**src/rtl/lru_way_decoder.sv**
```systemverilog
// 4-way way-index decoder with per-set true-LRU ages.
// Produces a registered one-hot way-enable and answers victim queries.
module lru_way_decoder #(
    parameter int SET_BITS = 2
) (
    input  logic                clk,
    input  logic                reset_n,
    input  logic                acc_valid,
    output logic                acc_ready,
    input  logic [SET_BITS-1:0] acc_set,
    input  logic [1:0]          acc_way,
    output logic [3:0]          way_en,
    output logic                way_en_valid,
    input  logic                vic_req,
    input  logic [SET_BITS-1:0] vic_set,
    output logic                vic_valid,
    output logic [1:0]          vic_way,
    output logic [3:0]          vic_onehot
);

    localparam int NSETS = 1 << SET_BITS;

    typedef enum logic {
        IDLE,
        UPDATE
    } state_t;

    state_t              state;
    state_t              state_nxt;
    logic [SET_BITS-1:0] lat_set;
    logic [1:0]          lat_way;
    logic                accept;
    logic [1:0]          age     [NSETS][4];
    logic [1:0]          age_nxt [NSETS][4];
    logic [1:0]          vic_sel;

    function automatic logic [3:0] onehot(input logic [1:0] w);
        logic [3:0] r;
        r = 4'b0000;
        unique case (w)
            2'd0: r = 4'b0001;
            2'd1: r = 4'b0010;
            2'd2: r = 4'b0100;
            default: r = 4'b1000;
        endcase
        return r;
    endfunction

    always_comb begin
        state_nxt = state;
        acc_ready = 1'b0;
        accept    = 1'b0;
        unique case (state)
            IDLE: begin
                acc_ready = 1'b1;
                if (acc_valid) begin
                    accept    = 1'b1;
                    state_nxt = UPDATE;
                end
            end
            UPDATE: begin
                state_nxt = IDLE;
            end
            default: state_nxt = IDLE;
        endcase
    end

    // Post-update ages; victim lookup reads these so a same-set query bypasses.
    always_comb begin
        age_nxt = age;
        if (state == UPDATE) begin
            for (int s = 0; s < NSETS; s++) begin
                if (SET_BITS'(s) == lat_set) begin
                    for (int v = 0; v < 4; v++) begin
                        if (2'(v) == lat_way) begin
                            age_nxt[s][v] = 2'd0;
                        end else if (age[s][v] < age[s][lat_way]) begin
                            age_nxt[s][v] = age[s][v] + 2'd1;
                        end
                    end
                end
            end
        end
    end

    always_comb begin
        vic_sel = 2'd0;
        for (int w = 0; w < 4; w++) begin
            if (age_nxt[vic_set][w] == 2'd3) begin
                vic_sel = 2'(w);
            end
        end
    end

    always_ff @(posedge clk or negedge reset_n) begin
        if (!reset_n) begin
            state        <= IDLE;
            lat_set      <= '0;
            lat_way      <= 2'd0;
            way_en       <= 4'b0000;
            way_en_valid <= 1'b0;
            vic_valid    <= 1'b0;
            vic_way      <= 2'd0;
            vic_onehot   <= 4'b0000;
            for (int s = 0; s < NSETS; s++) begin
                for (int w = 0; w < 4; w++) begin
                    age[s][w] <= 2'(w);
                end
            end
        end else begin
            state        <= state_nxt;
            age          <= age_nxt;
            way_en_valid <= accept;
            way_en       <= accept ? onehot(acc_way) : 4'b0000;
            if (accept) begin
                lat_set <= acc_set;
                lat_way <= acc_way;
            end
            vic_valid <= vic_req;
            if (vic_req) begin
                vic_way    <= vic_sel;
                vic_onehot <= onehot(vic_sel);
            end
        end
    end

endmodule

```
**config.mk**
```make
export PLATFORM = sky130hd
export DESIGN_NAME = lru_way_decoder
export DESIGN_NICKNAME = d
export VERILOG_FILES = /design/src/rtl/lru_way_decoder.sv
export SDC_FILE = /design/constraint.sdc
export NUM_CORES = 1
export LEC_CHECK = 0
export CAP_MARGIN = 20
export CORE_MARGIN = 2
export CORE_UTILIZATION = 59
export DETAILED_ROUTE_END_ITERATION = 8
export PLACE_DENSITY = 0.76
export SETUP_SLACK_MARGIN = 0.02
export SYNTH_ARGS = -nofsm -noshare
export SYNTH_HDL_FRONTEND = slang
export SYNTH_SLANG_ARGS = --single-unit
```
**constraint.sdc**
```tcl
create_clock -name clk -period 4.5 [get_ports clk]
set_clock_uncertainty 0.1 [all_clocks]
set_input_delay 0.9 -clock clk [delete_from_list [all_inputs] [get_ports clk]]
set_output_delay 0.9 -clock clk [all_outputs]
set_load 0.01 [all_outputs]
```
==> results.json <==
{
  "synth-warning-count": 0,
  "cp.required_ns": 4.63,
  "pre_cts_ws_ns": 0.873,
  "gp_congestion": 0.847,
  "clk_pin_slew_ns": 0.09,
  "p_total_w": 0.000900,
  "fin_nets": 343,
  "syn-num-nets": 322,
  "slew-limit-headroom": 0.543,
  "ctsHtreeMaxLevel": 2,
  "die_area_mm2": 0.00568,
  "period_share": 0.817,
  "min_period_ns": 3.67,
  "antenna_found_initial": 0,
  "max_freq_ghz": 0.272,
  "setup_slack_ns": 0.826,
  "post_drt_via_cell_ratio": 6.37,
  "cts_resized": 0,
  "drt_wl_total_um": 6880,
  "totalNegativeSetupSlack_ns": 0,
  "drtIter0Drc": 142,
  "io_pins": 23,
  "synth_top_family_by_area": "compound AO/OA/AOI/OAI gates",
  "cts_sinks": 48,
  "yosys.area_share.simple": 0.180,
  "grt_pass1_wl_um": 11600,
  "p_comb_frac": 0.137,
  "area_delta_synth_final_pct": 12.7,
  "coreArea_mm2": 0.00482,
  "ant_nets": 0,
  "ys_seq_area_frac": 0.407,
  "hold_buffers": 0,
  "wl_per_cell_um": 17.9,
  "synth_area_mm2": 0.00300,
  "post_route_cells_drive_above_1_share": 0.151,
  "cts_setup_buffers": 0,
  "synthMuxAreaShare": 0.0863,
  "drv_slew": 0,
  "peakVddDrop_mv": 0.185,
  "p_switching_w": 0.000237,
  "chipWidth_um": 75.3,
  "path_max_fanout": 12,
  "synth_compound_area_frac": 0.208,
  "cts_inserted_buffers": 5,
  "p_leak_nw": 1.35,
  "power_frac_seq": 0.520,
  "placed_cells_incl_taps": 376,
  "stdcell_count": 385,
  "remaining_drc_errors": 0,
  "initial_utilization": 0.623,
  "first_global_vias": 2464,
  "tritoncts": "yes",
  "hold_path.class": "in -> async",
  "io_buffers": 22,
  "yosys_most_used_dff": "dfrtp_1",
  "tightest_slew_ns": 0.683,
  "crit_type": "reg -> reg",
  "avgSynthCellArea_um2": 10.1,
  "intPower_w": 0.000663,
  "synth_edf_count": 0,
  "setup_viol": 0,
  "dr.pass1.iters": 4,
  "cp.arrival_ns": 3.81,
  "maxCapViolations": 0,
  "place_hpwl_um": 5070,
  "synthCells": 296,
  "vias": 2454,
  "status": "completed",
  "async_reset_ff_frac": 1.00,
  "cts_buffer_depth": 2,
  "grt_usage": 0.273,
  "overflow": 0,
  "critPathLaunchType": "flop",
  "antenna_cells": 0,
  "p_sw_frac": 0.264,
  "clk-insertion-delay-late_ns": 0.30,
  "power_density_mw_per_mm2": 266,
  "whs_ns": 0.330,
  "grt_setup_unrepaired": "no",
  "ys_ff_latch": 48,
  "cts_root_buf": "clkbuf_8",
  "synth_fa_ha_area_frac": 0.0667,
  "yosysUniqueCellTypes": 55,
  "synth_xor_area_frac": 0,
  "clkPwrFrac": 0.343,
  "rows": 25,
  "hold_viol_final": 0,
  "die_h_um": 75.3,
  "cp-end-kind": "flop",
  "grt_max_degree": 49
}
synth_stat cells (all sizes together) (2+ instances only):
master / count / share of area
o2111ai: 2 / 0.0058
a221oi: 2 / 0.010
dfstp: 16 / 0.14
ha: 16 / 0.067
o31ai: 2 / 0.0050
o221ai: 2 / 0.0058
or3b: 7 / 0.020
nand2b: 4 / 0.0083
mux4: 7 / 0.054
o211ai: 3 / 0.0075
nor2: 11 / 0.014
nand3: 13 / 0.022
nor3: 4 / 0.0067
and3: 2 / 0.0042
inv: 28 / 0.035
a311oi: 7 / 0.020
nor2b: 2 / 0.0042
a21oi: 18 / 0.030
o21a: 11 / 0.028
or4: 4 / 0.010
clkbuf: 2 / 0.0025
a211oi: 3 / 0.0075
nand4: 4 / 0.0083
dfrtp: 32 / 0.27
mux2i: 6 / 0.020
and3b: 2 / 0.0058
nand2: 23 / 0.029
a31oi: 5 / 0.010
and2: 2 / 0.0042
mux2: 3 / 0.012
nand3b: 3 / 0.0075
nor3b: 11 / 0.031
buf: 8 / 0.015
a32o: 5 / 0.017
o21ai: 11 / 0.018
worst max-delay path, cell delays in order (launching register included):
cell      delay (ns)
dfrtp_1         0.76
mux4_2          0.58
inv_1           0.15
ha_1            0.26
or3b_2          0.49
or4_1           0.54
a31oi_1         0.19
a32o_1          0.24
o221ai_1        0.15
a21oi_1         0.14
power by group through the flow:
stage | registers [W] | logic [W] | clock network [W]
after floorplan | 0.000460 | 0.0000826 | 0
after global placement | 0.000475 | 0.000121 | 0
after detailed placement | 0.000475 | 0.000121 | 0
after CTS | 0.000468 | 0.000122 | 0.000317
after global routing | 0.000471 | 0.000136 | 0.000332
final | 0.000468 | 0.000123 | 0.000309
cell usage in the layout, fill, tap and decap left out, types with 9 or more instances in the layout:
cell	n
o21ai_0	11
ha_1	16
nor2_1	11
nand2_1	23
a21oi_1	18
dfrtp_1	32
dfstp_2	16
nor3b_1	9
clkdlybuf4s50_1	21
inv_1	28
nand3_1	13
o21a_1	11
kinds of logic after synthesis:
family          after synthesis
simple gates                 94
flops                        48
mux                          16
compound gates               84
buf+inv                      38
fa+ha+maj                    16
layer usage:
layer,GRT usage,vias to the layer above,routed length (um),share of wire
met5,0,-,0,0
met4,0.113,0,208,0.030
met3,0.0516,19,346,0.050
met2,0.430,60,3240,0.47
met1,0.373,1205,3080,0.45
li1,-,1170,-,-
through the flow:
step | utilization | area (um2)
final | 0.703 | 3380
after global routing | 0.703 | 3380
after CTS | 0.698 | 3360
after detailed placement | 0.676 | 3260
after global placement | 0.676 | 3260
after floorplan | - | 3000
layout make-up:
class                   count  area, um2
multi-input cells         210       1620
clock buffers               6       72.6
flip-flops and latches     48       1220
well taps                  67       83.8
inverters                  28        105
repair buffers             24        243
fillers                   391       1430
clock inverters             2       35.0
path summary, 6_finish.rpt:
path,from,slack (ns),end,depth (start not counted)
max reg2reg,lat_way[0],0.83,vic_way[0],9
min,reset_n,0.33,async pin,1
max in group asynchronous,reset_n,3.44,age[9],2
max,lat_way[0],0.83,vic_way[0],9
min in group clk,vic_onehot[0],0.39,vic_onehot[0],2
min reg2reg,vic_onehot[0],0.39,vic_onehot[0],2
Note: power is estimated with default switching activity, not from simulation.
